--- config.mk ---
export PLATFORM = sky130hd
export DESIGN_NAME = timer_device
export DESIGN_NICKNAME = d
export VERILOG_FILES = /design/src/rtl/timer_device_pkg.sv /design/src/rtl/timer_device.sv
export SDC_FILE = /design/constraint.sdc
export NUM_CORES = 1
export LEC_CHECK = 0
export CORE_MARGIN = 10
export CORE_UTILIZATION = 44
export CTS_CLUSTER_DIAMETER = 120
export DETAILED_ROUTE_END_ITERATION = 10
export PLACE_DENSITY = 0.75
export SLEW_MARGIN = 25
export SYNTH_ARGS = -nofsm -noshare
export SYNTH_HDL_FRONTEND = slang
export SYNTH_SLANG_ARGS = --single-unit
--- constraint.sdc ---
create_clock -name clk -period 2.3 [get_ports clk]
set_clock_uncertainty 0.05 [all_clocks]
set_input_delay 0.345 -clock clk [delete_from_list [all_inputs] [get_ports clk]]
set_output_delay 0.345 -clock clk [all_outputs]
set_load 0.1 [all_outputs]
--- src/rtl/timer_device_pkg.sv ---
`default_nettype none
// ============================================================================
// Package  : timer_device_pkg
// Brief    : Register map, CTRL field positions, mode codes and FSM states
//            shared by the countdown timer and its bus-side users.
// Revision : 1.0  initial release
// ============================================================================
package timer_device_pkg;

    // Register select codes, taken from word address bits [3:2]
    localparam logic [1:0] c_reg_ctrl   = 2'd0;
    localparam logic [1:0] c_reg_preset = 2'd1;
    localparam logic [1:0] c_reg_count  = 2'd2;

    localparam int c_ctrl_en      = 0;
    localparam int c_ctrl_mode_lo = 1;
    localparam int c_ctrl_mode_hi = 2;
    localparam int c_ctrl_im      = 3;

    // Only this exact code reloads; 2'b1x falls back to one-shot
    localparam logic [1:0] c_mode_reload = 2'b01;

    typedef enum logic [1:0] {
        S_IDLE = 2'd0,
        S_LOAD = 2'd1,
        S_CNT  = 2'd2,
        S_INT  = 2'd3
    } state_e;

    function automatic logic [31:0] merge_bytes(
        input logic [31:0] old_val,
        input logic [31:0] new_val,
        input logic [3:0]  be
    );
        logic [31:0] result;
        result = old_val;
        for (int i = 0; i < 4; i++) begin
            if (be[i]) result[i*8 +: 8] = new_val[i*8 +: 8];
        end
        return result;
    endfunction

endpackage
`default_nettype wire

--- src/rtl/timer_device.sv ---
`default_nettype none
// ============================================================================
// Module   : timer_device
// Brief    : Memory-mapped countdown timer (CTRL/PRESET/COUNT) with one-shot
//            or auto-reload modes and a maskable interrupt output.
// Revision : 1.0  initial release
// ============================================================================
module timer_device
    import timer_device_pkg::*;
#(
    parameter int CNT_W = 32
) (
    input  logic        clk,
    input  logic        reset,
    input  logic [29:0] addr,
    input  logic [3:0]  byteen,
    input  logic [31:0] wdata,
    output logic [31:0] rdata,
    output logic        irq
);

    logic [3:0]       r_ctrl_q,   w_ctrl_d;
    logic [CNT_W-1:0] r_preset_q, w_preset_d;
    logic [CNT_W-1:0] r_count_q,  w_count_d;
    state_e           r_state_q,  w_state_d;
    logic             r_irq_q,    w_irq_d;

    logic [1:0] w_sel;
    logic       w_wr_ctrl;
    logic       w_wr_preset;
    logic       w_en;
    logic       w_reload;
    logic       w_unused_addr;

    assign w_sel         = addr[3:2];
    assign w_wr_ctrl     = (|byteen) && (w_sel == c_reg_ctrl);
    assign w_wr_preset   = (|byteen) && (w_sel == c_reg_preset);
    assign w_en          = r_ctrl_q[c_ctrl_en];
    assign w_reload      = (r_ctrl_q[c_ctrl_mode_hi:c_ctrl_mode_lo] == c_mode_reload);
    assign w_unused_addr = ^{addr[29:4], addr[1:0]};

    assign irq = r_irq_q & r_ctrl_q[c_ctrl_im];

    always_comb begin
        rdata = 32'd0;
        case (w_sel)
            c_reg_ctrl:   rdata = {28'd0, r_ctrl_q};
            c_reg_preset: rdata = 32'(r_preset_q);
            c_reg_count:  rdata = 32'(r_count_q);
            default:      rdata = 32'd0;
        endcase
    end

    // FSM decisions use the registered CTRL; a same-edge write lands in CTRL
    // but only steers the state machine from the following edge.
    always_comb begin
        w_ctrl_d   = r_ctrl_q;
        w_preset_d = r_preset_q;
        w_count_d  = r_count_q;
        w_state_d  = r_state_q;
        w_irq_d    = r_irq_q;

        if (w_wr_ctrl && byteen[0]) w_ctrl_d = wdata[3:0];
        if (w_wr_preset) w_preset_d = CNT_W'(merge_bytes(32'(r_preset_q), wdata, byteen));

        case (r_state_q)
            S_IDLE: begin
                if (w_en) w_state_d = S_LOAD;
            end
            S_LOAD: begin
                w_count_d = r_preset_q;
                w_state_d = w_en ? S_CNT : S_IDLE;
                if (w_reload) w_irq_d = 1'b0;
            end
            S_CNT: begin
                if (!w_en) begin
                    w_state_d = S_IDLE;
                end else if (r_count_q > CNT_W'(1)) begin
                    w_count_d = r_count_q - CNT_W'(1);
                end else begin
                    w_count_d = '0;
                    w_state_d = S_INT;
                end
            end
            S_INT: begin
                w_irq_d = 1'b1;
                if (w_reload) begin
                    w_state_d = S_LOAD;
                end else begin
                    w_ctrl_d[c_ctrl_en] = 1'b0;
                    w_state_d           = S_IDLE;
                end
            end
            default: w_state_d = S_IDLE;
        endcase

        // Software acknowledge beats a coincident expiry
        if (w_wr_ctrl || w_wr_preset) w_irq_d = 1'b0;
    end

    always_ff @(posedge clk or negedge reset) begin
        if (!reset) begin
            r_ctrl_q   <= 4'd0;
            r_preset_q <= '0;
            r_count_q  <= '0;
            r_state_q  <= S_IDLE;
            r_irq_q    <= 1'b0;
        end else begin
            r_ctrl_q   <= w_ctrl_d;
            r_preset_q <= w_preset_d;
            r_count_q  <= w_count_d;
            r_state_q  <= w_state_d;
            r_irq_q    <= w_irq_d;
        end
    end

endmodule
`default_nettype wire

=== Word-level counts from Yosys, hierarchy flattened ===
Cells that the tools add are included.
Widths: inputs -> output; s select.

* $lt $le $gt $ge: 1
* Reductions and logical operators: 16
* Add/subtract/negate cells: 1
* Bitwise operators: 1
* Equality and inequality tests: 10
* Mux-type cells: 16

{| class="wikitable"
|+ Operator list
! kind !! count
|-
| $pmux 32 s3 || 1
|-
| $mux 32 || 2
|-
| $pmux 32 s2 || 1
|-
| $gt 32x1->1 const B || 1
|-
| $sub 32x1->32 const B || 1
|-
| $reduce_and 2->1 || 7
|-
| $mux 2 || 4
|-
| $pmux 2 s4 || 1
|-
| $eq 2x1->1 const B || 3
|-
| $eq 2x2->1 const B || 3
|-
| $mux 1 || 6
|-
| $ne 3x3->1 const B || 2
|-
| $logic_not 2->1 || 2
|-
| $ne 2x2->1 const B || 2
|-
| $reduce_or 4->1 || 1
|-
| $logic_and 1x1->1 || 3
|-
| $reduce_bool 3->1 || 1
|-
| $pmux 1 s2 || 1
|-
| $reduce_bool 2->1 || 1
|-
| $and 1x1->1 || 1
|-
| $logic_or 1x1->1 || 1
|}

* Bits in registers: 71
* Input bits: 68
* Output and inout bits: 33
* Word-level logic and storage cells: 54

=== Depth between registers and ports, before layout ===
* Depth after elaboration: 6
* Mapped depth: 8
* Depth with buffers taken out: 7

=== Worst setup path after synthesis ===
OpenSTA, ideal clock, no wires.

* Path kind: input-to-output
* Start point: input port addr[3]
* End point: output port rdata[0]
* Required time: 1.905 ns
* Path buffers: 1
* Stages on the path: 3
* Slack: -0.947 ns
* Data arrival time: 2.852 ns
* Cell sequence: clkbuf_1 mux2i_1 o21ai_0

* Word-level cells in the longest chain between the ends: 2
* Elaborated cells between the ends (all ways): 4
* Those cells by class: eq/ne: 2; mux: 1; reduce/logical: 1

{| class="wikitable"
|+ Ends and longest elaborated chain
! what !! line !! RTL
|-
| from (decl) || timer_device.sv:15 || <nowiki>input logic [29:0] addr,</nowiki>
|-
| $eq 2x2->1 (tied with other cells) || timer_device.sv:46 || <nowiki>case (w_sel)</nowiki>
|-
| $pmux 32 s3 * || timer_device.sv:46 ||
|-
| to (decl) || timer_device.sv:18 || <nowiki>output logic [31:0] rdata,</nowiki>
|}

Every way passes the cells marked *; elsewhere a longest branch is shown, timed or not.

=== Final worst setup path ===
* Start point: register r_count_q[27]
* End point: register r_count_q[18]

* Word-level cells in the longest chain between the ends: 4

{| class="wikitable"
|+ Ends and longest elaborated chain
! what !! line !! RTL
|-
| from (decl) || timer_device.sv:24 || <nowiki>logic [CNT_W-1:0] r_count_q, w_count_d;</nowiki>
|-
| from (signal assigned) || timer_device.sv:111 || <nowiki>r_count_q <= w_count_d;</nowiki>
|-
| $gt 32x1->1 || timer_device.sv:78 || <nowiki>end else if (r_count_q > CNT_W'(1)) begin</nowiki>
|-
| $mux 32 || timer_device.sv:78 ||
|-
| $mux 32 || timer_device.sv:76 || <nowiki>if (!w_en) begin</nowiki>
|-
| $pmux 32 s2 || timer_device.sv:66 || <nowiki>case (r_state_q)</nowiki>
|}

Every way passes these cells. The select of a mux whose other input is x is not followed.
A chain may end at the register's enable or synchronous reset.

==> results by group <==
Hold path
  • Hold Crit Start: r_preset_q[22]
  • Hold Crit Class: reg -> reg
  • WHS Path Cells: 1
  • Hold Path End: r_preset_q[22]

Worst setup path
  • R2r setup slk: -0.06 ns
  • CP cell instances: or4_4 -> or3_4 -> nor4_4 -> buf_4 -> or2b_4 -> o21ai_1 -> a221o_1
  • Setup crit start kind: register
  • R2R depth: 7
  • Slowest stage delay, CP: 0.54 ns
  • CP Capture Type: register
  • Worst path slowest cell: or4_4
  • Critical path required time: 2.49 ns
  • Cell class contributing the biggest share of worst-path delay: simple AND/OR/NAND/NOR gates
  • R2R Path Start: r_count_q[27]
  • Critical Path AT: 2.55 ns
  • Critical path class: reg -> reg
  • RR Endpoint: r_count_q[18]
  • CP max FO: 6
  • Critical path buffer and inverter count: 1

Pwr
  • Reg power frac: 26.9%
  • Sw Share: 43.6%
  • Power Internal: 4170 uW
  • Leak Pwr: 0.00258 uW
  • Clk pwr share: 15.7%
  • P_sw: 3230 uW
  • Combinational power share: 57.4%
  • Max VDD drop: 559 uV
  • P per Cell Area: 1230 mW/mm^2

STA
  • Fin. Hold Viols: 0
  • PnR worst setup slack: -0.0600 ns
  • Setup TNS Final: -0.185 ns
  • Tmin final: 2.36 ns
  • Fmax: 0.424 GHz
  • Worst-Margin Slew: 0.394 ns
  • Max-slew violations: 0
  • Worst hold margin: 0.482 ns
  • Max-slew headroom: 73.8%
  • Unrepaired setup endpoints after global routing: true
  • Period Utilization, post-route: 103%
  • Final setup viols: 7

Synthesis
  • Asr flop ratio synth: 100%
  • Yosys reg bits: 71
  • Seq/Total Area, Yosys: 45.6%
  • Number of distinct library cells after synthesis: 54
  • Yosys warnings: 0
  • Synth Net Count: 455
  • Prevailing post-synth register cell: dfrtp_1
  • Cells after Synth: 385
  • Post-Syn Area: 0.00390 mm^2
  • Post-synth EDFFs: 0
  • Mapped Avg Cell Area: 10.1 um^2

Placed design
  • IO Port Bufs: 72
  • Pre-CTS setup slack: -0.0796 ns
  • Final HPWL DP: 8.62 mm
  • Post-DP Area: 0.00560 mm^2
  • Placer congestion estimate: 0.872

Layout
  • Most common cell after layout, fill and taps aside: buf_4
  • Final Util: 69.2%
  • Area growth, synth to finish: 54.1%
  • Share of layout cells above drive strength 1: 42.2%
  • Commonest cells after routing, fill and taps aside: buf_4, dfrtp_1, clkdlybuf4s50_1, mux2_2, buf_12
  • Ant diodes: 0
  • Cell area after layout: 0.00600 mm^2
  • Fin nets: 596

Floorplanning
  • Width of the die: 114 um
  • I/O Pins: 101
  • Die area: 0.0130 mm^2
  • Starting Density: 44.9%
  • Core area: 0.00868 mm^2
  • Die height: 114 um
  • Std cell rows: 34

Clock tree
  • H-tree levels: 3
  • Num CTS Buffers: 9
  • Skew-Pair Late Insertion Delay: 0.36 ns
  • Clock buffer depth: 2
  • Clock root buffer: clkbuf_8
  • CTS tree: done
  • Num Clock Sinks: 71
  • Clock Pin Slew Worst Setup and Hold Paths: 0.08 ns

Detailed routing
  • Total iterations of the first detailed-routing run: 5
  • Final WL: 12.5 mm
  • WL per Instance: 19.6 um
  • Via density per instance: 6.08
  • Drt initial violations: 262
  • DR vias: 3,887
  • DRT antenna net count: 0
  • Post-route DRC: 0

Status
  • Failing checks: negative setup slack
  • Status: complete, but fails checks

Global route
  • Global-route wire length before repair: 19.9 mm
  • Gr usage total: 18.7%
  • Initial antenna violation count: 0
  • Number of global-route vias before repair: 3,909
  • Total gr overflow: 0
  • Pin count of the biggest net entering global routing: 72

Run
  • Max cap viols: 0
## power groups by stage
stage	Combinational, uW	Sequential [uW]	Clock [uW]
2_1_floorplan	2290	1980	0
3_3_place_gp	3900	1950	0
3_5_place_dp	4000	1970	0
4_1_cts	4090	1950	1180
5_1_grt	4500	2030	1220
6_report	4250	1990	1160
## per-stage QoR
| step | instances | total power [uW] |
|---|---|---|
| finish | 639 | 7400 |
| global route | 639 | 7750 |
| CTS | 636 | 7210 |
| detailed placement | 615 | 5970 |
| global placement | 615 | 5860 |
| floorplan | 385 | 4270 |
## kinds of logic after synthesis
family / count (synthesis) / synth area share [%]
adders and majority gates: 2 / 0.642
and+or+nand+nor: 123 / 16.7
buffers and inverters: 31 / 3.34
muxes: 42 / 11.9
AOI/OAI and AO/OA: 116 / 21.8
DFF: 71 / 45.6
## worst reg2reg max path: stages, from the launching register on
cell and delay, ns:
dfrtp_1 0.39, or4_4 0.54, or3_4 0.36, nor4_4 0.17
buf_4 0.19, or2b_4 0.19, o21ai_1 0.07, a221o_1 0.30
## worst max path at each step
stage	to	cells past startpoint	startpoint
after floorplan	r_count_q[2]	7	r_count_q[27]
final	r_count_q[18]	7	r_count_q[27]
after CTS	r_count_q[18]	7	r_count_q[27]
after global routing	r_count_q[18]	7	r_count_q[27]
after detailed placement	r_count_q[18]	7	r_count_q[27]
after global placement	r_count_q[18]	7	r_count_q[27]
## registers in the layout, summed over array words and instances (netlist names)
register	count
r_count_q	32
r_preset_q	32
r_ctrl_q	4
r_state_q	2
r_irq_q	1
## synth_stat cells (3+ instances only)
master / number / share of area [%]
inv_1: 5 / 0.48
nand2b_1: 3 / 0.48
nor4_1: 7 / 1.1
clkbuf_1: 19 / 1.8
nand4_1: 4 / 0.64
a31oi_1: 4 / 0.64
buf_1: 3 / 0.29
nor2_1: 21 / 2.0
nand2_1: 31 / 3.0
mux2_2: 35 / 10
nand3_1: 15 / 1.9
a21oi_1: 14 / 1.8
a22oi_1: 11 / 2.1
o21ai_0: 15 / 1.9
or3_1: 7 / 1.1
and3_1: 3 / 0.48
mux2i_1: 7 / 1.8
o311ai_0: 5 / 1.1
o211ai_1: 9 / 1.7
nor3_1: 14 / 1.8
o22ai_1: 5 / 0.80
dfrtp_1: 71 / 46
nor2b_1: 4 / 0.64
o2bb2ai_1: 4 / 0.90
a22o_1: 30 / 6.7
a32oi_1: 4 / 0.90
## repair_timing
item                       4_1_cts  5_1_grt
setup endpoints to repair       20       23
pin swaps                        1        2
hold endpoints to repair        71        0
hold buffers                     1        0
resized for setup                5       22
gates cloned                     1        1
setup buffers                    3        2
## routing by layer
metal | GRT usage, % | vias to the layer above | share of wire, %
li1 | - | 1762 | -
met3 | 3.51 | 24 | 6.7
met2 | 31.1 | 188 | 49
met1 | 23.4 | 1913 | 42
met4 | 7.60 | 0 | 2.1
met5 | 0 | - | 0
## final cells by class
type	count	area [um^2]
clock buffer	11	151
clock inverter	5	78.8
fill	648	2680
timing repair buffer	154	1690
tap	108	135
sequential	71	1780
inverter	5	18.8
multi-input combinational	285	2150
No activity file was read; power rests on OpenSTA's default activity.
